--- src/rtl/count_sched_pkg.sv ---
// Shared types and default sizing for the count_sched run-control scheduler.
// Latency: n/a (declarations only).
// Backpressure: n/a.
package count_sched_pkg;

    typedef enum logic [1:0] {
        IDLE  = 2'd0,
        RUN   = 2'd1,
        PAUSE = 2'd2
    } sched_state_t;

    // 50 MHz system clock -> one count advance per second by default.
    localparam int DEF_DIV     = 50000000;
    localparam int DEF_CNT_MAX = 19;

endpackage

--- src/rtl/count_sched_tick_div.sv ---
// Tick divider: DW-bit counter that reports its terminal cycle while enabled.
// Latency: tc is combinational from the held count; count updates on the next edge.
// Backpressure: none; hold freezes progress except that a terminal count still wraps.
//
// Ports: clock/reset (async active-low), en (running), hold (freeze this edge),
//        clr (synchronous zero, wins over everything), tc (terminal cycle while en).
module count_sched_tick_div #(
    parameter int DIV = 4,
    parameter int DW  = $clog2(DIV)
) (
    input  logic clock,
    input  logic reset,
    input  logic en,
    input  logic hold,
    input  logic clr,
    output logic tc
);

    localparam logic [DW-1:0] TERM = DW'(DIV - 1);

    logic [DW-1:0] div_cnt;
    logic          at_term;

    assign at_term = (div_cnt == TERM);
    assign tc      = en & at_term;

    always_ff @(posedge clock or negedge reset) begin
        if (!reset) begin
            div_cnt <= '0;
        end else if (clr) begin
            div_cnt <= '0;
        end else if (en) begin
            // The terminal compare is decided on this edge, so a hold arriving
            // on the terminal cycle still wraps the interval back to zero.
            if (at_term) begin
                div_cnt <= '0;
            end else if (!hold) begin
                div_cnt <= div_cnt + 1'b1;
            end
        end
    end

endmodule

--- src/rtl/count_sched.sv ---
// Run-control scheduler: IDLE/RUN/PAUSE FSM producing a one-cycle tick and a mod-(CNT_MAX+1) count.
// Latency: all outputs registered; commands take effect on the edge that samples them.
// Backpressure: none; single-cycle command pulses, priority clear > stop > start > step.
//
// Ports: clock, reset (async active-low), start/stop/clear/step (sync pulses),
//        tick (advance strobe), count (0..CNT_MAX), wrap (rollover strobe),
//        running (state==RUN), state_o (encoded state).
module count_sched
    import count_sched_pkg::*;
#(
    parameter int DIV     = DEF_DIV,
    parameter int CNT_MAX = DEF_CNT_MAX
) (
    input  logic       clock,
    input  logic       reset,
    input  logic       start,
    input  logic       stop,
    input  logic       clear,
    input  logic       step,
    output logic       tick,
    output logic [4:0] count,
    output logic       wrap,
    output logic       running,
    output logic [1:0] state_o
);

    localparam int          DW      = $clog2(DIV);
    localparam logic [4:0]  CNT_TOP = 5'(CNT_MAX);

    generate
        if (CNT_MAX > 31 || CNT_MAX < 0) begin : g_bad_cnt_max
            $error("count_sched: CNT_MAX must be within 0..31");
        end
        if (DIV < 2) begin : g_bad_div
            $error("count_sched: DIV must be at least 2");
        end
    endgenerate

    sched_state_t state, state_nxt;
    logic [4:0]   count_nxt;
    logic         wrap_nxt;
    logic         adv;
    logic         div_en;
    logic         div_clr;
    logic         div_tc;

    // The divider only runs in RUN; a clear on the terminal cycle must suppress the tick.
    assign div_en = (state == RUN) && !clear;

    count_sched_tick_div #(
        .DIV (DIV),
        .DW  (DW)
    ) u_tick_div (
        .clock (clock),
        .reset (reset),
        .en    (div_en),
        .hold  (stop),
        .clr   (div_clr),
        .tc    (div_tc)
    );

    always_ff @(posedge clock or negedge reset) begin
        if (!reset) begin
            state <= IDLE;
            count <= '0;
            tick  <= 1'b0;
            wrap  <= 1'b0;
        end else begin
            state <= state_nxt;
            count <= count_nxt;
            tick  <= adv;
            wrap  <= wrap_nxt;
        end
    end

    always_comb begin
        state_nxt = state;
        adv       = 1'b0;
        div_clr   = 1'b0;

        if (clear) begin
            state_nxt = IDLE;
            div_clr   = 1'b1;
        end else begin
            // Only the highest-priority pulse present is acted on.
            unique case (state)
                IDLE: begin
                    if (stop) begin
                        state_nxt = IDLE;
                    end else if (start) begin
                        state_nxt = RUN;
                        div_clr   = 1'b1;
                    end else if (step) begin
                        adv = 1'b1;
                    end
                end
                RUN: begin
                    adv = div_tc;
                    if (stop) begin
                        state_nxt = PAUSE;
                    end
                end
                PAUSE: begin
                    if (stop) begin
                        state_nxt = IDLE;
                        div_clr   = 1'b1;
                    end else if (start) begin
                        state_nxt = RUN;
                    end else if (step) begin
                        adv = 1'b1;
                    end
                end
                default: begin
                    state_nxt = IDLE;
                    div_clr   = 1'b1;
                end
            endcase
        end

        count_nxt = count;
        wrap_nxt  = 1'b0;
        if (clear) begin
            count_nxt = '0;
        end else if (adv) begin
            if (count >= CNT_TOP) begin
                count_nxt = '0;
                wrap_nxt  = 1'b1;
            end else begin
                count_nxt = count + 5'd1;
            end
        end
    end

    assign running = (state == RUN);
    assign state_o = state;

endmodule

--- config.mk ---
export PLATFORM = sky130hd
export DESIGN_NAME = count_sched
export DESIGN_NICKNAME = d
export VERILOG_FILES = /design/src/rtl/count_sched_pkg.sv /design/src/rtl/count_sched_tick_div.sv /design/src/rtl/count_sched.sv
export SDC_FILE = /design/constraint.sdc
export NUM_CORES = 1
export LEC_CHECK = 0
export ABC_AREA = 0
export CORE_ASPECT_RATIO = 0.7
export CORE_UTILIZATION = 70
export CTS_BUF_LIST = sky130_fd_sc_hd__clkbuf_4 sky130_fd_sc_hd__clkbuf_8
export CTS_CLUSTER_SIZE = 12
export DETAILED_ROUTE_END_ITERATION = 12
export DONT_BUFFER_PORTS = 1
export PLACE_DENSITY = 0.86
export SLEW_MARGIN = 20
export SYNTH_ARGS = -nofsm -noshare
export SYNTH_HDL_FRONTEND = slang
export SYNTH_SLANG_ARGS = --single-unit
--- constraint.sdc ---
create_clock -name clock -period 3.6 [get_ports clock]
set_input_delay 0.72 -clock clock [delete_from_list [all_inputs] [get_ports clock]]
set_output_delay 0.72 -clock clock [all_outputs]
set_load 0.1 [all_outputs]
==> run_results.csv <==
group,metric,value,unit
finish,layout_common_cells,"dfrtp_1, a21oi_1, nand2_1",
power_and_ir_drop,p_int,602.6,uW
place,numPlacedInstances,258,
power_and_ir_drop,seqPwrFrac,0.522,
synthesis,ys_warn_count,0,
clock_tree,ctsResizeCount,0,
sta,skew,0.008703,ns
floorplanning,die_area,0.003115,sq mm
global_route,first_global_vias,1889,
floorplanning,rows,15,
finish,final_core_util,0.8338,
synthesis,synth_top_area_cell,"dfrtp_1",
drt,drc,0,
setup_path,crit_chain,"ha_1, nand4_1, nor4_1, a211o_1, a31oi_1, a211oi_1",
setup_path,cp_max_fo,23,
power_and_ir_drop,powerDensity,378.4,mW/mm^2
place,port_buffers,0,
power_and_ir_drop,switching_share,0.2625,
sta,final_hold_viol_count,0,
synthesis,netlist_instances,232,
drt,routedWlPerCell,22.36,microns
synthesis,synthArstFlopShare,1.000,
synthesis,syn_area,0.002024,sq mm
synthesis,synth.net_count,240,
finish,areaGrowthSynthToFinish,6.675,%
setup_path,r2r_slack,0.67,ns
job,maxCapViolations,0,
power_and_ir_drop,total_power,817.1,uW
floorplanning,core-area,0.002590,sq mm
setup_path,cpPeakStageDelay,0.75,ns
floorplanning,io-pin-count,16,
power_and_ir_drop,vdd_drop_max,0.3187,mV
power_and_ir_drop,p_comb_frac,0.078,
sta,tightest_slew,1.139,ns
sta,slew_viol_final,0,
drt,dr.pass1.iters,6,
setup_path,reg2reg_to,"u_tick_div.div_cnt[6]$_DFFE_PN0P_",
global_route,grt_overflow_total,0,
clock_tree,cts_tree,"yes",
sta,fin_crit,2.934,ns
clock_tree,htreeDepth,2,
global_route,grt_pass1_wl,9708,microns
power_and_ir_drop,power.share.clock,0.399,
drt,drt_iter0_drc,464,
sta,final.setup.tns,0,ns
synthesis,syn_avg_cell_area,8.726,sq um
setup_path,worstSetupEndpointType,"flip-flop",
drt,drt-total-wl,5948,microns
finish,antenna_cells,0,
synthesis,synthFlopType,"dfrtp_1",
place,gp_routability_congestion,0.9596,
finish,drive_gt1_frac,0.08621,
finish,stdcell_count,266,
drt,vias,2116,
finish,final_common_cell,"dfrtp_1",
setup_path,critical_path_class,"reg2reg",
clock_tree,clk_path_buf_depth,2,
clock_tree,numCtsBuffers,5,
drt,ant_nets,0,
clock_tree,post_cts_buffers,0,
finish,final_nets,239,
power_and_ir_drop,p_sw,214.5,uW
clock_tree,path_clk_slew,0.07,ns
global_route,grt_max_degree,36,
sta,setup_viol,0,
setup_path,crit_path_start_kind,"flip-flop",
sta,min_period_over_period,0.8151,
synthesis,ys_top_cells_by_area,"dfrtp_1, a21oi_1, a31oi_1",
setup_path,critPathSlowestCell,"a211o_1",
sta,slew-limit-headroom,0.2396,
synthesis,synth-seq-cells,35,
synthesis,ys_types,41,
place,dpl.hpwl,3786,microns
setup_path,critPathRequiredTime,3.79,ns
sta,fmax,340.8,MHz
clock_tree,cts_hold_buf,0,
floorplanning,initial_utilization,0.7816,
global_route,grt_use_total,0.4452,
clock_tree,cts_root_buf,"clkbuf_8",
floorplanning,die_x,66.28,microns
outcome,status,"complete, no violations",
synthesis,synth_seq_area_share,0.4326,
setup_path,ff2ff_path_depth,6,
power_and_ir_drop,p_leak,0.0008170,uW
drt,vias_per_cell,7.955,
sta,rsz0062_at_grt,"false",
synthesis,synth_top_area_frac,0.4326,
clock_tree,clk-insertion-delay-late,0.30,ns
synthesis,synth_edf_count,0,
worst_hold_path,hold_path_class,"in2async",
clock_tree,cts_sinks,35,
floorplanning,die_y,47.00,microns
setup_path,cp.arrival,3.13,ns
global_route,antenna_found_initial,0,
setup_path,r2r-start,"u_tick_div.div_cnt[0]$_DFFE_PN0P_",
[sequential cells by signal (all words and copies together), names as in the netlist]
name,cells
u_tick_div.div_cnt,26
state_o,2
count,5
tick,1
wrap,1
[kinds of logic after synthesis]
logic type                 Yosys count  share of synthesized area
DFF                                 35                     0.4326
adders and majority gates            2                    0.01236
and+or+nand+nor                    102                     0.2899
buffers and inverters               19                    0.03646
AOI/OAI and AO/OA                   74                     0.2287
[worst max-delay path, delay by kind of cell (launching register included)]
kind | cells | cell delay, ns
AND/OR/NAND/NOR | 2 | 0.93
AO/OA/AOI/OAI | 3 | 1.24
adder cells (fa/ha/maj) | 1 | 0.24
flip-flops | 1 | 0.42
[cell type report]
cell class / instances / area, sq um
Tap cell: 34 / 42.54
Sequential cell: 35 / 875.8
Multi-Input combinational cell: 178 / 1081
Fill cell: 164 / 430.4
Inverter: 7 / 26.28
Clock buffer: 8 / 103.9
Timing Repair Buffer: 4 / 30.03
[synth_stat cells (2+ instances only)]
master / n
inv_1: 7
nand4_1: 7
o311ai_0: 2
and3_1: 3
a31oi_1: 13
a211oi_1: 2
nand2_1: 18
nor4b_1: 2
nand2b_1: 2
nor3_1: 7
o21ai_0: 15
or2_2: 2
nor2_1: 14
a211o_1: 2
a41oi_1: 3
or4_1: 9
o31ai_1: 7
clkbuf_1: 9
a21oi_1: 22
a21o_1: 2
or3_1: 7
dfrtp_1: 35
buf_2: 2
and2_1: 4
ha_1: 2
nand3_1: 16
or4bb_1: 2
nor4_1: 2
a22oi_1: 2
[metrics by stage]
step / hold slack (ns) / instance area, sq um / setup WS (ns)
2_1_floorplan: 0.4244 / 2024 / 0.3520
3_3_place_gp: 0.4251 / 2052 / 1.071
3_5_place_dp: 0.4251 / 2052 / 0.8982
4_1_cts: 0.1124 / 2156 / 0.8263
5_1_grt: 0.1021 / 2160 / 0.5955
6_report: 0.1087 / 2160 / 0.6656
[worst max path at each step]
stage | startpoint | endpoint | slack [ns]
CTS | u_tick_div.div_cnt[0]$_DFFE_PN0P_ | u_tick_div.div_cnt[21]$_DFFE_PN0P_ | 0.83
finish | u_tick_div.div_cnt[0]$_DFFE_PN0P_ | u_tick_div.div_cnt[6]$_DFFE_PN0P_ | 0.67
global route | u_tick_div.div_cnt[0]$_DFFE_PN0P_ | u_tick_div.div_cnt[8]$_DFFE_PN0P_ | 0.60
floorplan | state_o[0]$_DFFE_PN0P_ | running | 0.35
detailed placement | u_tick_div.div_cnt[0]$_DFFE_PN0P_ | u_tick_div.div_cnt[21]$_DFFE_PN0P_ | 0.90
global placement | u_tick_div.div_cnt[8]$_DFFE_PN0P_ | u_tick_div.div_cnt[8]$_DFFE_PN0P_ | 1.07
[routing by layer]
layer	GRT usage	wire length, microns	vias to the layer above
met5	0	0	-
met4	0.1872	333	0
met3	0.1699	724	49
met2	0.6837	2611	184
met1	0.5785	2278	994
li1	-	-	889
[power by group through the flow]
| stage | Combinational [uW] | Sequential, uW | Clock [uW] |
|---|---|---|---|
| finish | 64.1 | 427 | 326 |
| global route | 69.8 | 429 | 339 |
| CTS | 62.2 | 426 | 324 |
| detailed placement | 60.2 | 433 | 0 |
| global placement | 56.6 | 431 | 0 |
| floorplan | 45.2 | 435 | 0 |
(Power assumes the default switching activity.)
